==> src/rtl/decade_pkg.sv <==
// Shared types and helpers for the cascaded BCD decade counter.
// Holds the controller state encoding and BCD digit constants.
package decade_pkg;

    localparam int unsigned BCD_W      = 4;
    localparam int unsigned MAX_DIGITS = 8;
    localparam logic [BCD_W-1:0] BCD_MAX = 4'd9;

    typedef enum logic [1:0] {
        ST_IDLE  = 2'd0,
        ST_RUN   = 2'd1,
        ST_PAUSE = 2'd2,
        ST_FULL  = 2'd3
    } state_t;

    // True when every one of the low n_digits digits of cnt reads 9.
    function automatic logic all_nines(
        input logic [MAX_DIGITS*BCD_W-1:0] cnt,
        input int unsigned                 n_digits
    );
        all_nines = 1'b1;
        for (int unsigned i = 0; i < MAX_DIGITS; i++) begin
            if ((i < n_digits) && (cnt[i*BCD_W +: BCD_W] != BCD_MAX)) begin
                all_nines = 1'b0;
            end
        end
    endfunction

endpackage

==> src/rtl/bcd_stage.sv <==
// One BCD decade digit: counts 0..9 when enabled, carry is combinational
// so a whole chain of stages advances on a single clock edge.
module bcd_stage
    import decade_pkg::*;
(
    input  logic             clock,
    input  logic             clear_n,
    input  logic             clr_sync,
    input  logic             en_in,
    output logic [BCD_W-1:0] q,
    output logic             carry_out
);

    always_ff @(posedge clock or negedge clear_n) begin
        if (!clear_n) begin
            q <= '0;
        end else if (clr_sync) begin
            q <= '0;
        end else if (en_in) begin
            q <= (q == BCD_MAX) ? '0 : q + BCD_W'(1);
        end
    end

    assign carry_out = en_in & (q == BCD_MAX);

endmodule

==> src/rtl/decade_chain_ctrl.sv <==
// Start/stop/lap event counter built from cascaded BCD decade stages.
// A prescaler produces count ticks that a small FSM gates into the digit chain.
module decade_chain_ctrl
    import decade_pkg::*;
#(
    parameter int unsigned DIGITS   = 4,
    parameter int unsigned PRESCALE = 10
) (
    input  logic                      clock,
    input  logic                      clear_n,
    input  logic                      start,
    input  logic                      stop,
    input  logic                      zero,
    input  logic                      lap,
    output logic [DIGITS*BCD_W-1:0]   count,
    output logic [DIGITS*BCD_W-1:0]   lap_value,
    output logic                      running,
    output logic                      overflow,
    output logic                      tick
);

    localparam int unsigned CW = DIGITS * BCD_W;
    localparam int unsigned PW = $clog2(PRESCALE);
    localparam logic [PW-1:0] PRE_LAST = PW'(PRESCALE - 1);

    state_t          state_q;
    state_t          state_d;
    logic [PW-1:0]   presc_q;
    logic [PW-1:0]   presc_d;
    logic            tick_q;
    logic            tick_d;
    logic [CW-1:0]   lap_q;
    logic [CW-1:0]   lap_d;
    logic [CW-1:0]   digits_w;
    logic            clr_c;
    logic            step_c;
    logic            full_c;
    logic [DIGITS:0] carry;
    logic            unused_carry;

    assign full_c = all_nines((MAX_DIGITS*BCD_W)'(digits_w), DIGITS);

    // Next-state, prescaler, lap capture and chain enable.
    always_comb begin
        state_d = state_q;
        presc_d = presc_q;
        tick_d  = 1'b0;
        lap_d   = lap_q;
        clr_c   = 1'b0;
        step_c  = 1'b0;

        if (zero) begin
            state_d = ST_IDLE;
            presc_d = '0;
            lap_d   = '0;
            clr_c   = 1'b1;
        end else begin
            if (lap) begin
                lap_d = digits_w;
            end
            case (state_q)
                ST_IDLE: begin
                    if (start && !stop) begin
                        state_d = ST_RUN;
                    end
                end
                ST_RUN: begin
                    if (stop) begin
                        state_d = ST_PAUSE;
                    end else if (presc_q == PRE_LAST) begin
                        presc_d = '0;
                        // A tick at all nines saturates instead of wrapping.
                        if (full_c) begin
                            state_d = ST_FULL;
                        end else begin
                            step_c = 1'b1;
                            tick_d = 1'b1;
                        end
                    end else begin
                        presc_d = presc_q + PW'(1);
                    end
                end
                ST_PAUSE: begin
                    if (start && !stop) begin
                        state_d = ST_RUN;
                    end
                end
                ST_FULL: begin
                    state_d = ST_FULL;
                end
                default: begin
                    state_d = ST_IDLE;
                end
            endcase
        end
    end

    always_ff @(posedge clock or negedge clear_n) begin
        if (!clear_n) begin
            state_q <= ST_IDLE;
        end else begin
            state_q <= state_d;
        end
    end

    always_ff @(posedge clock or negedge clear_n) begin
        if (!clear_n) begin
            presc_q <= '0;
            tick_q  <= 1'b0;
            lap_q   <= '0;
        end else begin
            presc_q <= presc_d;
            tick_q  <= tick_d;
            lap_q   <= lap_d;
        end
    end

    // Ripple enable through the chain; the top carry has no consumer.
    assign carry[0] = step_c;

    for (genvar g = 0; g < DIGITS; g++) begin : g_digit
        bcd_stage u_stage (
            .clock     (clock),
            .clear_n   (clear_n),
            .clr_sync  (clr_c),
            .en_in     (carry[g]),
            .q         (digits_w[g*BCD_W +: BCD_W]),
            .carry_out (carry[g+1])
        );
    end

    assign unused_carry = carry[DIGITS];

    assign count     = digits_w;
    assign lap_value = lap_q;
    assign tick      = tick_q;
    assign running   = (state_q == ST_RUN);
    assign overflow  = (state_q == ST_FULL);

endmodule

==> config.mk <==
export PLATFORM = sky130hd
export DESIGN_NAME = decade_chain_ctrl
export DESIGN_NICKNAME = d
export VERILOG_FILES = /design/src/rtl/decade_pkg.sv /design/src/rtl/bcd_stage.sv /design/src/rtl/decade_chain_ctrl.sv
export SDC_FILE = /design/constraint.sdc
export NUM_CORES = 1
export LEC_CHECK = 0
export CORE_ASPECT_RATIO = 0.9
export CORE_MARGIN = 1.5
export CORE_UTILIZATION = 50
export CTS_CLUSTER_DIAMETER = 40
export DETAILED_ROUTE_END_ITERATION = 8
export PLACE_DENSITY_LB_ADDON = 0.3
export SYNTH_ARGS = -nofsm -noshare
export SYNTH_HDL_FRONTEND = slang
export SYNTH_SLANG_ARGS = --single-unit
==> constraint.sdc <==
create_clock -name clock -period 2.2 [get_ports clock]
set_input_delay 0.44 -clock clock [delete_from_list [all_inputs] [get_ports clock]]
set_output_delay 0.44 -clock clock [all_outputs]
set_load 0.1 [all_outputs]
==> summary by stage <==
Critical path
The kind of critical path is reg2reg. The number of cell instances on the worst register-to-register path is 5. In this run the worst setup path begins at g_digit[0].u_stage.q[0]. The required arrival time at the worst endpoint is 2.42 ns. The worst setup path is launched from a flip-flop.

The reg-to-reg endpoint is g_digit[3].u_stage.q[3]. For the worst setup path, the data arrival time is 2.24 ns. The top fanout value on the critical path is 14. The startpoint identified for the worst register-to-register timing path is g_digit[0].u_stage.q[0].

The category of the worst setup path capture point is a flip-flop. The endpoint of the worst setup timing path is g_digit[3].u_stage.q[3]. In this run the register-to-register setup slack is 0.19 ns.

Place
The number of I/O port buffers is 40. The half-perimeter wire length after detailed placement is 3.023 mm. The placed instances occupy a cell area of 2491 um^2. The post-place setup slack is -0.002500 ns. At the end of routability-driven placement, the weighted congestion stood at 0.8054.

Final layout
The post-route netlist has 27.78% of its cells at a drive strength greater than 1. The most common library cell in the layout ignoring fill and taps is sky130_fd_sc_hd__buf_4. The library cells used most frequently in the layout, excluding fill and tap cells, are sky130_fd_sc_hd__buf_4 (46), sky130_fd_sc_hd__dfrtp_1 (35), sky130_fd_sc_hd__nor2_1 (22).

The filler cell count is 314. The repair_antennas step left the layout with diodes totalling 0. From synthesis to final layout, the design area changed by 27.39%. The finished cells cover 2572 um^2.

At the end of the flow, the number of nets in the layout was 267. At the end of the flow the core is filled with cells to 67.99%.

Power and ir drop
Of the total power, the share spent switching nets is 23.66%. The power density over the cells is 495.2 nW/um^2. The internal power component is 0.0009724 W. The analysis attributes to net switching a power of 0.0003014 W. The relative contribution of the clock network to total power is 36.7%. The largest voltage drop on the vdd net is 0.4266 mV. Registers are responsible for 56.7% of the overall power.

The total chip power is 0.001274 W. Summed over all cells, the static leakage comes to 1.236 nW. The combinational group share of total power is 6.5%.

CTS
After clock tree synthesis, the clock-pin slew on the worst setup and hold paths is 0.07 ns. Clock latency on the worst-skew pair, taken at its later pin, is 0.29 ns. In this run, CTS created clock tree buffers numbering 5. The number of clock sinks seen by CTS is 39. The post-cts sizing count is 0. The clock tree buffer depth is 2. TritonCTS built the clock tree. The number of hold buffers added after cts is 0. Once the clock tree was built, the setup fixing pass inserted 0 buffers.

The level count of the clock H-tree is 2. CTS placed an instance of sky130_fd_sc_hd__clkbuf_8 at the clock tree root.

Route
Detailed routing inserted a total of 1665 vias. The final layout contains routed wiring with a total length of 4.296 mm. The remaining number of nets flagged by the antenna check after routing is 0.

The number of DRC markers in iteration 0 is 138. In the routed layout, each cell is associated on average with a via count of 5.587. For this run, design rule violations remaining after detail routing come to 0. The post-detailed-route wirelength per cell is 14.42 um.

The first detailed-routing pass ran for 4 iterations.

Timing
The worst clock skew is 0.005652 ns. The highest achievable clock rate is 0.4963 GHz. The final max-slew violation count came to 0. The number of endpoints with negative hold slack in the final report came to 0. The final clock period utilization by the worst path is 91.58%. The post-layout worst setup margin is 0.1851 ns. Setup repair after global routing left no endpoint under its margin.

The slew at the pin closest to its max-slew limit is 0.4782 ns. The relative slew slack is 68.12%. The count of final setup violators is 0.

The worst path needs 2.015 ns of the cycle, external delays included.

Global route
The initial antenna violation count is 0. The pin count of the biggest net entering global routing is 40. Global routing used 21.05% of the available tracks. The number of global-route vias before repair is 1590. The first global-routing pass estimated 7.445 mm of wire. For this run the aggregate overflow at the end of global routing stands at 0.

Synth
For this run, the leading register cell type out of synthesis is sky130_fd_sc_hd__dfrtp_1. The post-synthesis area per instance is 10.15 um^2. For this run, asynchronously set or reset flops after synthesis account for 100.0%. The count of flip-flops with a built-in enable after synthesis is 0.

The cell count after synthesis is 199. Synthesis inferred 39 register bits. Sequential cells were found to cover 48.33% of the synthesized design area.

The number of nets handed over by synthesis was 215. The number of library cell types mapped by synthesis is 33. In this run the cell area of the synthesized design comes to 2019 um^2. The number of warnings printed during yosys synthesis is 0.

Flow run
The number of max-capacitance violations reported is 0.

Die
The region available for standard cell placement spans 3784 um^2. The floorplan step defined a die boundary enclosing 4430 um^2. The total I/O pin count is 41. The floorplan has 21 rows. The die extent in x is 69.99 um. From bottom edge to top edge, the die measures 63.29 um. The effective utilization at floorplan is 53.37%.

Worst hold path
In this run the worst hold path is classified as in2async.

Status
The run finished with clean final reports.
==> cells by family (layout without fill, tap and decap cells) <==
logic type / count (synthesis) / after routing / share of synthesized area (%)
compound gates: 41 / 41 / 11.09
simple gates: 73 / 73 / 21.81
xor+xnor: 1 / 1 / 0.4338
mux: 17 / 17 / 8.426
buf+inv: 18 / 71 / 3.717
fa+ha+maj: 10 / 10 / 6.196
flops: 39 / 39 / 48.33
==> cell usage after synthesis, types with 2 or more instances <==
cell type                   n  share of area, %
sky130_fd_sc_hd__o31ai_1    3               1.1
sky130_fd_sc_hd__ha_1      10               6.2
sky130_fd_sc_hd__nand2_1    7               1.3
sky130_fd_sc_hd__nand3_1    6               1.5
sky130_fd_sc_hd__inv_1      9               1.7
sky130_fd_sc_hd__nor2_1    22               4.1
sky130_fd_sc_hd__a21oi_1   21               5.2
sky130_fd_sc_hd__nor4_1     2              0.62
sky130_fd_sc_hd__buf_2      3              0.74
sky130_fd_sc_hd__or3_2      4               1.5
sky130_fd_sc_hd__nor3_1     5               1.2
sky130_fd_sc_hd__and3b_1    4               1.7
sky130_fd_sc_hd__mux2i_1   17               8.4
sky130_fd_sc_hd__nand3b_1   5               1.9
sky130_fd_sc_hd__or4_1      4               1.5
sky130_fd_sc_hd__o21ai_0   13               3.2
sky130_fd_sc_hd__dfrtp_1   39                48
sky130_fd_sc_hd__clkbuf_1   5              0.93
sky130_fd_sc_hd__or3_1      6               1.9
==> flip-flops by register name, indices dropped and copies added (netlist names) <==
register,flops
presc_q,4
tick,1
state_q,2
lap_value,16
g_digit.u_stage.q,16
==> metal layers <==
layer  part of all wire, %  vias up  global-route usage (%)
met3                   5.6        7                   5.280
met1                    48      808                   29.38
met5                     0        -                       0
met2                    45       46                   32.14
met4                   1.5        0                   7.212
li1                      -      804                       -
==> critical path: stages (launching register included) <==
cell	delay (ns)
sky130_fd_sc_hd__dfrtp_2	0.43
sky130_fd_sc_hd__ha_1	0.23
sky130_fd_sc_hd__and3b_1	0.27
sky130_fd_sc_hd__nand4_2	0.29
sky130_fd_sc_hd__or4_1	0.58
sky130_fd_sc_hd__a21oi_1	0.15
==> how the worst min path moves through the flow <==
stage | to | cells after the start
3_3_place_gp | lap_value[10] | 1
5_1_grt | lap_value[11] | 1
3_5_place_dp | lap_value[11] | 1
6_report | lap_value[11] | 1
4_1_cts | lap_value[11] | 1
2_1_floorplan | g_digit[0].u_stage.q[0] | 0
==> final cells by class <==
type                            count  area [um^2]  share of cell area (%)
Clock buffer                        7        76.32                   2.967
Clock inverter                      1        5.005                  0.1946
Inverter                            9        33.78                   1.313
Multi-Input combinational cell    142        968.4                   37.65
Sequential cell                    39        980.9                   38.13
Tap cell                           46        57.56                   2.237
Timing Repair Buffer               54        450.4                   17.51
==> power by group through the flow <==
stage	sequential, W	clock [W]	combinational [W]
after floorplan	0.000736	0	0.0000414
after global placement	0.000736	0	0.0000844
after detailed placement	0.000736	0	0.0000845
after CTS	0.000722	0.000476	0.0000847
after global routing	0.000723	0.000505	0.0000901
final	0.000722	0.000468	0.0000834
==> through the flow <==
stage	setup TNS [ns]	cells	hold WS, ns
after floorplan	-0.01312	199	0.1444
after global placement	0	290	0.4234
after detailed placement	-0.002500	290	0.4210
after CTS	0	298	0.1037
after global routing	0	298	0.1156
final	0	298	0.09620
(Power assumes the default switching activity.)
